==> config.mk <==
export PLATFORM = sky130hd
export DESIGN_NAME = led_cube_stream_loader_flat
export DESIGN_NICKNAME = d
export VERILOG_FILES = /design/src/rtl/led_cube_stream_pkg.sv /design/src/rtl/led_cube_stream_loader_if.sv /design/src/rtl/led_cube_frame_ram.sv /design/src/rtl/led_cube_stream_loader.sv /design/src/flat_wrapper.sv
export SDC_FILE = /design/constraint.sdc
export NUM_CORES = 2
export LEC_CHECK = 0
export CAP_MARGIN = 20
export CORE_AREA = 3 3 788 476
export DETAILED_ROUTE_END_ITERATION = 6
export DIE_AREA = 0 0 791 479
export GPL_TIMING_DRIVEN = 1
export HOLD_SLACK_MARGIN = 0.15
export MAX_ROUTING_LAYER = met4
export SYNTH_ARGS = -nofsm -noshare
export SYNTH_HDL_FRONTEND = slang
export SYNTH_SLANG_ARGS = --single-unit
export TNS_END_PERCENT = 100
==> constraint.sdc <==
create_clock -name clk -period 7.45 [get_ports clk]
set_input_delay 1.49 -clock clk [delete_from_list [all_inputs] [get_ports clk]]
set_output_delay 1.49 -clock clk [all_outputs]
set_load 0.005 [all_outputs]
==> src/rtl/led_cube_stream_pkg.sv <==
// rtl/led_cube_stream_pkg.sv - frame geometry, derived widths and loader state type
package led_cube_stream_pkg;

    localparam int FRAME_BYTES = 64;
    localparam int NUM_FRAMES  = 8;
    localparam int BYTE_W      = $clog2(FRAME_BYTES);
    localparam int SLOT_W      = $clog2(NUM_FRAMES);
    localparam int ADDR_W      = $clog2(FRAME_BYTES * NUM_FRAMES);
    localparam int COUNT_W     = $clog2(NUM_FRAMES + 1);

    typedef enum logic [1:0] {
        IDLE,
        FILL,
        COMMIT
    } loader_state_t;

endpackage

==> src/rtl/led_cube_stream_loader_if.sv <==
// rtl/led_cube_stream_loader_if.sv - byte stream, head-frame read and ring status bundle
interface led_cube_stream_loader_if;
    import led_cube_stream_pkg::*;

    logic               in_valid;
    logic               in_sof;
    logic [7:0]         in_data;
    logic               in_ready;
    logic [BYTE_W-1:0]  rd_addr;
    logic [7:0]         rd_data;
    logic               frame_avail;
    logic [SLOT_W-1:0]  rd_slot;
    logic               frame_release;
    logic [COUNT_W-1:0] frame_count;
    logic               sync_err;
    logic               release_err;

    modport master (
        output in_valid, in_sof, in_data, rd_addr, frame_release,
        input  in_ready, rd_data, frame_avail, rd_slot, frame_count, sync_err, release_err
    );

    modport slave (
        input  in_valid, in_sof, in_data, rd_addr, frame_release,
        output in_ready, rd_data, frame_avail, rd_slot, frame_count, sync_err, release_err
    );

endinterface

==> src/rtl/led_cube_frame_ram.sv <==
// rtl/led_cube_frame_ram.sv - simple dual-port frame ring storage, sync write, registered read
module led_cube_frame_ram
    import led_cube_stream_pkg::*;
(
    input  logic              clk,
    input  logic              rst,
    input  logic              we,
    input  logic [ADDR_W-1:0] waddr,
    input  logic [7:0]        wdata,
    input  logic [ADDR_W-1:0] raddr,
    output logic [7:0]        rd_data
);

    logic [7:0] mem [0:(1 << ADDR_W) - 1];

    // Only the output register is reset; array contents are left alone for block RAM mapping.
    always_ff @(posedge clk) begin
        if (we) begin
            mem[waddr] <= wdata;
        end
        if (rst) begin
            rd_data <= '0;
        end else begin
            rd_data <= mem[raddr];
        end
    end

endmodule

==> src/rtl/led_cube_stream_loader.sv <==
// rtl/led_cube_stream_loader.sv - assembles stream bytes into frames and commits them to the ring
module led_cube_stream_loader
    import led_cube_stream_pkg::*;
#(
    parameter int BYTE_TIMEOUT = 100000
) (
    input  logic                     clk,
    input  logic                     rst,
    led_cube_stream_loader_if.slave  bus
);

    localparam int                 TIMER_W    = $clog2(BYTE_TIMEOUT + 1);
    localparam logic [TIMER_W-1:0] TIMER_LAST = TIMER_W'(BYTE_TIMEOUT - 1);
    localparam logic [BYTE_W-1:0]  BYTE_LAST  = BYTE_W'(FRAME_BYTES - 1);
    localparam logic [COUNT_W-1:0] FULL_COUNT = COUNT_W'(NUM_FRAMES);

    loader_state_t      state;
    logic [SLOT_W-1:0]  wr_ptr;
    logic [SLOT_W-1:0]  rd_ptr;
    logic [BYTE_W-1:0]  byte_cnt;
    logic [TIMER_W-1:0] timer;
    logic [COUNT_W-1:0] frame_count;
    logic               sync_err;
    logic               release_err;

    logic               xfer;
    logic               ram_we;
    logic [BYTE_W-1:0]  wr_byte;
    logic               commit;
    logic               release_ok;

    assign bus.in_ready = !rst && (state != COMMIT) && (frame_count < FULL_COUNT);
    assign xfer         = bus.in_valid && bus.in_ready;
    assign ram_we       = xfer && ((state == FILL) || bus.in_sof);
    assign wr_byte      = bus.in_sof ? '0 : byte_cnt;
    assign commit       = (state == COMMIT);
    assign release_ok   = bus.frame_release && (frame_count != '0);

    assign bus.frame_count = frame_count;
    assign bus.frame_avail = (frame_count != '0);
    assign bus.rd_slot     = rd_ptr;
    assign bus.sync_err    = sync_err;
    assign bus.release_err = release_err;

    always_ff @(posedge clk) begin
        if (rst) begin
            state       <= IDLE;
            wr_ptr      <= '0;
            rd_ptr      <= '0;
            byte_cnt    <= '0;
            timer       <= '0;
            frame_count <= '0;
            sync_err    <= 1'b0;
            release_err <= 1'b0;
        end else begin
            sync_err    <= 1'b0;
            release_err <= bus.frame_release && (frame_count == '0);

            case (state)
                IDLE: begin
                    if (xfer) begin
                        if (bus.in_sof) begin
                            byte_cnt <= BYTE_W'(1);
                            timer    <= '0;
                            state    <= FILL;
                        end else begin
                            sync_err <= 1'b1;
                        end
                    end
                end
                FILL: begin
                    if (xfer) begin
                        timer <= '0;
                        if (bus.in_sof) begin
                            // Early SOF: resynchronise onto the new frame in the same slot.
                            sync_err <= 1'b1;
                            byte_cnt <= BYTE_W'(1);
                        end else begin
                            byte_cnt <= byte_cnt + BYTE_W'(1);
                            if (byte_cnt == BYTE_LAST) begin
                                state <= COMMIT;
                            end
                        end
                    end else if (timer == TIMER_LAST) begin
                        sync_err <= 1'b1;
                        timer    <= '0;
                        state    <= IDLE;
                    end else begin
                        timer <= timer + TIMER_W'(1);
                    end
                end
                COMMIT: begin
                    wr_ptr   <= wr_ptr + SLOT_W'(1);
                    byte_cnt <= '0;
                    state    <= IDLE;
                end
                default: state <= IDLE;
            endcase

            if (release_ok) begin
                rd_ptr <= rd_ptr + SLOT_W'(1);
            end

            case ({commit, release_ok})
                2'b10:   frame_count <= frame_count + COUNT_W'(1);
                2'b01:   frame_count <= frame_count - COUNT_W'(1);
                default: frame_count <= frame_count;
            endcase
        end
    end

    led_cube_frame_ram u_ram (
        .clk     (clk),
        .rst     (rst),
        .we      (ram_we),
        .waddr   ({wr_ptr, wr_byte}),
        .wdata   (bus.in_data),
        .raddr   ({rd_ptr, bus.rd_addr}),
        .rd_data (bus.rd_data)
    );

endmodule

==> src/flat_wrapper.sv <==
// flat-port wrapper written by rule: the top's interface ports become plain ports
module led_cube_stream_loader_flat import led_cube_stream_pkg::*;
#(
    parameter int BYTE_TIMEOUT = 100000
)
  (clk, rst, bus_in_valid, bus_in_sof, bus_in_data, bus_rd_addr, bus_frame_release, bus_in_ready, bus_rd_data, bus_frame_avail, bus_rd_slot, bus_frame_count, bus_sync_err, bus_release_err);
  led_cube_stream_loader_if bus_i ();
  input  logic clk;
  input  logic rst;
  input wire logic [$bits(bus_i.in_valid)-1:0] bus_in_valid;
  input wire logic [$bits(bus_i.in_sof)-1:0] bus_in_sof;
  input wire logic [$bits(bus_i.in_data)-1:0] bus_in_data;
  input wire logic [$bits(bus_i.rd_addr)-1:0] bus_rd_addr;
  input wire logic [$bits(bus_i.frame_release)-1:0] bus_frame_release;
  output wire logic [$bits(bus_i.in_ready)-1:0] bus_in_ready;
  output wire logic [$bits(bus_i.rd_data)-1:0] bus_rd_data;
  output wire logic [$bits(bus_i.frame_avail)-1:0] bus_frame_avail;
  output wire logic [$bits(bus_i.rd_slot)-1:0] bus_rd_slot;
  output wire logic [$bits(bus_i.frame_count)-1:0] bus_frame_count;
  output wire logic [$bits(bus_i.sync_err)-1:0] bus_sync_err;
  output wire logic [$bits(bus_i.release_err)-1:0] bus_release_err;
  assign bus_i.in_valid = bus_in_valid;
  assign bus_i.in_sof = bus_in_sof;
  assign bus_i.in_data = bus_in_data;
  assign bus_i.rd_addr = bus_rd_addr;
  assign bus_i.frame_release = bus_frame_release;
  assign bus_in_ready = bus_i.in_ready;
  assign bus_rd_data = bus_i.rd_data;
  assign bus_frame_avail = bus_i.frame_avail;
  assign bus_rd_slot = bus_i.rd_slot;
  assign bus_frame_count = bus_i.frame_count;
  assign bus_sync_err = bus_i.sync_err;
  assign bus_release_err = bus_i.release_err;
  led_cube_stream_loader #(.BYTE_TIMEOUT(BYTE_TIMEOUT)) u_core (.clk(clk), .rst(rst), .bus(bus_i));
endmodule
; Yosys cells after proc, flatten, opt, wreduce, memory -nomap -nowiden
; Memories as Yosys holds them, arrays and structs flattened. A register that Yosys moved wholly into a read port is not among the register bits.
; Index checks and enable logic that the tools add are counted.
[op_classes]
magnitude_cmp = 1
n_mux = 27
n_eq_ne = 13
n_reduce_logical = 17
add_sub_neg = 6
[ops]
columns = operator, count
row1 = $mux 17, 4
row2 = $pmux 17 s2, 1
row3 = $mux 6, 5
row4 = $pmux 6 s3, 1
row5 = $add 17x1->17 const B, 1
row6 = $eq 17x17->1 const B, 1
row7 = $mux 2, 6
row8 = $pmux 4 s2, 1
row9 = $mux 1, 7
row10 = $add 3x1->3 const B, 2
row11 = $add 6x1->6 const B, 1
row12 = $eq 6x6->1 const B, 1
row13 = $logic_and 1x1->1, 6
row14 = $ne 3x3->1 const B, 2
row15 = $reduce_and 5->1, 1
row16 = $add 4x1->4 const B, 1
row17 = $eq 2x1->1 const B, 2
row18 = $eq 2x2->1 const B, 2
row19 = $logic_not 4->1, 1
row20 = $lt 4x4->1 const B, 1
row21 = $ne 2x1->1 const B, 2
row22 = $ne 2x2->1 const B, 2
row23 = $pmux 2 s2, 1
row24 = $reduce_and 4->1, 1
row25 = 10 further kinds, 11
[totals]
n_memories = 1
output_inout_bits = 19
ram_bits = 4096
regBits = 37
[mem_list]
columns = memory, depth, width, read_ports, rd_ports_with_merged_regs, write_ports, line_no
row1 = u_core.u_ram.mem, 512, 8, 1, 1, 1, led_cube_frame_ram.sv:14  ; logic [7:0] mem [0:(1 << ADDR_W) - 1];

; Longest topological paths before layout
[logic_depth]
depth_word = 7
mapped_depth = 15
mapped_depth_nobuf = 10

; Cells and area by module
; A second synthesis with hierarchy kept.
[hier_totals]
hier_cells = 7948
area_unflattened_um2 = 162697.3
[modules_own_cells]
columns = mod, seq_area_each_um2, area_each_um2, instances, cells_per_inst
row1 = led_cube_frame_ram, 123158.1, 160544.0, 1, 7689
row2 = led_cube_stream_loader, 740.7, 2153.3, 1, 259

; Worst setup path after synthesis
; No wires, ideal clock.
[synth_path]
path_type = input to register
start = input bus_rd_addr[0]
end = register u_core.u_ram.rd_data[5], read port of u_core.u_ram.mem
n_path_buf = 4
required_ns = 7.323
path_stages = 9
t_arrival_ns = 3.763
setup_slack_ns = 3.560
path_cell_list = buf_6 > buf_12 > buf_6 > buf_2 > mux4_2 > mux4_2 > o22ai_1 > nor4_1 > or3_1
[synth_lines]
columns = item, line_no
row1 = "start, declared", flat_wrapper.sv:13  ; input wire logic [$bits(bus_i.rd_addr)-1:0] bus_rd_addr;
row2 = "end, declared", led_cube_frame_ram.sv:11  ; output logic [7:0] rd_data

==> run metrics <==
status finished, violations left; failing checks max-slew violations; hold-fix buffers at CTS 0; Worst setup EP type register; maximum VDD drop 0.202 mV; Final GP Congestion 0.869; Crit path arrival time a little over 6000 ps; maximum root-to-sink buffer count 4; Yosys cell types 80; worst-margin pin slew around 1600 ps; R2R setup slack 2980 ps; vias after detailed routing between 80,000 and 90,000; Avg Cell Area, Syn approximately 21 sq um; Non-Filler Instances ~13,000; Slew headroom -6.40%; area of the multi-input gates 0.0348 sq mm; Final period util a little over two thirds; register area 0.124 sq mm; final instance area 0.180 sq mm; Synth Instances about 7,700; synthesized flop and latch total just over 4,000; Antenna Violating Nets Remaining 0; leak pwr 55.5 nW; global-route wire length before repair approximately 630,000 um; Post-synth EDFFs 4,096; Die Wd 791 um; initial core utilization 43.8%; # resized after CTS 0; crit path max fanout 29; Hold Crit Class reg2reg; Die H between 400 and 500 um; DR pass1 iterations 6; RSZ-0062 raised after global routing no; most used routing layer met1; Overall Global Routing Usage around a quarter; Primary FF master, synth edfxtp_1; Async S/R FF share, synth 0%; Layout Nets just under 8,000; Fin Setup TNS 0 ps; P per Cell Area about 260 mW/mm^2; Cells after DPL between 10,000 and 15,000; clk sink count between 4,000 and 5,000; HPWL Detailed between 200,000 and 300,000 um; syn_nets 7,749; placeable core area 0.369 sq mm; final hold violations 0; CTS root buffer clkbuf_16; Num CTS Buffers around 370; Final WS setup around 2200 ps; Tmin final approximately 5200 ps; Req. time, crit path 8290 ps; CTS clk-pin slew, worst paths 70 ps; met1 Use GR approximately 38%; register area share after synthesis about three quarters; Setup Skew 48.6 ps; Layout area overhead 10.9%; fillers a little under 30,000; WL per Instance about 34 um; # Max-Cap Violations 0; final setup vio count 0; Final Max Tran Viols 75; Clk Latency, worst-skew pair just over 900 ps; pin count of the biggest net entering global routing between 200 and 250; Rows 173; die area around 0.38 sq mm; starting DRC count in detailed routing roughly 13,000; Remaining DRCs 0; IO buf count 37; pre-CTS WS 1230 ps; htree depth 5; TritonCTS clock tree yes; dpl cell area around 0.17 sq mm; Max Clk Rate around 0.19 GHz; GR Util met2 between 30 and 40%; initial antenna violation count 37; mapped cell area between 0.15 and 0.2 sq mm; layout cells sized above 1 between 20% and 30%; Vias per Instance about 6.3; overall routed net length between 400,000 and 500,000 um; Ys Warns 0; CP startpoint kind input port; critical setup path kind in2reg; met3 global-route usage roughly 7.6%; IO Pins 38; Core Util, Final 48.6%; Design Power 47.5 mW; GRT overflow 0; Hold Slack 544 ps; Post-CTS Setup Inserts 0; vias in the first global route 78,300
## sequential cells by signal, indices dropped and copies added (netlist names)
| register | flops |
|---|---|
| u_core.bus.frame_count | 4 |
| u_core.bus.rd_slot | 3 |
| u_core.bus.release_err | 1 |
| u_core.bus.sync_err | 1 |
| u_core.byte_cnt | 6 |
| u_core.state | 2 |
| u_core.timer | 17 |
| u_core.u_ram.mem | 4096 |
| u_core.u_ram.rd_data | 8 |
| u_core.wr_ptr | 3 |
## worst max-delay path, cell delays in order
cell and delay, ps:
buf_4 550, and2_2 710, buf_4 540, a22o_1 410, a221oi_1 180, o211ai_1 870, nand3_1 440, or4_1 640
o221ai_1 100
## synthesized netlist by cell type (all sizes together) (10+ instances only)
cell type     n  share of area [%]
edfxtp     4096                 76
mux4        899                 13
nor2        604                1.4
mux2i       440                2.7
buf         296                1.6
clkbuf      178               0.48
nand2       173               0.40
o221ai      143               0.78
a21oi       137               0.42
a22oi       112               0.52
o22ai       106               0.41
o21ai       104               0.32
dfxtp        45               0.56
nor3         45               0.14
nand3        37               0.11
a221oi       26               0.14
a211oi       21              0.097
xor2         21               0.11
nor2b        18              0.071
or3          16              0.062
nor4         14              0.058
nor3b        13              0.060
nand4        12              0.046
a22o         11              0.060
ha           11              0.085
mux2         10              0.070
## logic make-up after synthesis
logic type               Yosys count  synth area share (%)
flip-flops                      4141                  76.5
multiplexers                    1349                  15.4
AND/OR/NAND/NOR                  986                  2.60
AO/OA/AOI/OAI                    721                  3.07
buffers and inverters            485                  2.15
XOR/XNOR                          26                 0.141
adder cells (fa/ha/maj)           11                0.0850
## power breakdown
group	leakage [nW]	switching, mW	internal (mW)
sequential	37.2	0.0272	25.6
clock	5.83	8.58	11.0
combinational	12.5	1.61	0.781
total	55.5	10.2	37.3
## final timing paths
kind,startpoint,end,depth (start not counted)
min reg2reg,u_core.timer[15],u_core.timer[15],2
max reg2reg,u_core.state[0],u_core.u_ram.mem[247][6],10
max,bus_rd_addr[3],u_core.u_ram.rd_data[1],9
min,u_core.timer[15],u_core.timer[15],2
## placed cells by master (no fill, tap or decap), drive strengths merged, types with 16 or more instances in the layout
cell type      count
dfxtp             45
clkbuf           454
a211oi            21
a21oi            137
o21ai            104
clkinv           138
nand2            173
a22oi            112
clkdlybuf4s50     23
a221oi            26
nor3              45
nand3             37
nor2             604
mux2i            440
o22ai            106
clkinvlp          19
or3               16
xor2              21
mux4             899
edfxtp          4096
bufinv            47
buf              227
nor2b             18
o221ai           143
## final cells by class
cell class	instances	area share, %
Multi-Input combinational cell	3093	19.4
Sequential cell	4141	69.0
Clock inverter	209	1.27
Timing Repair Buffer	255	1.50
Clock buffer	449	5.43
Antenna cell	5	0.00697
Inverter	8	0.0223
Tap cell	4900	3.41
## layer usage
layer | part of all wire [%] | wire length, um
met4 | 1.8 | 7840
met2 | 41 | 181000
met1 | 44 | 197000
met5 | 0 | 0
met3 | 14 | 61000
No activity file was read; power rests on OpenSTA's default activity.
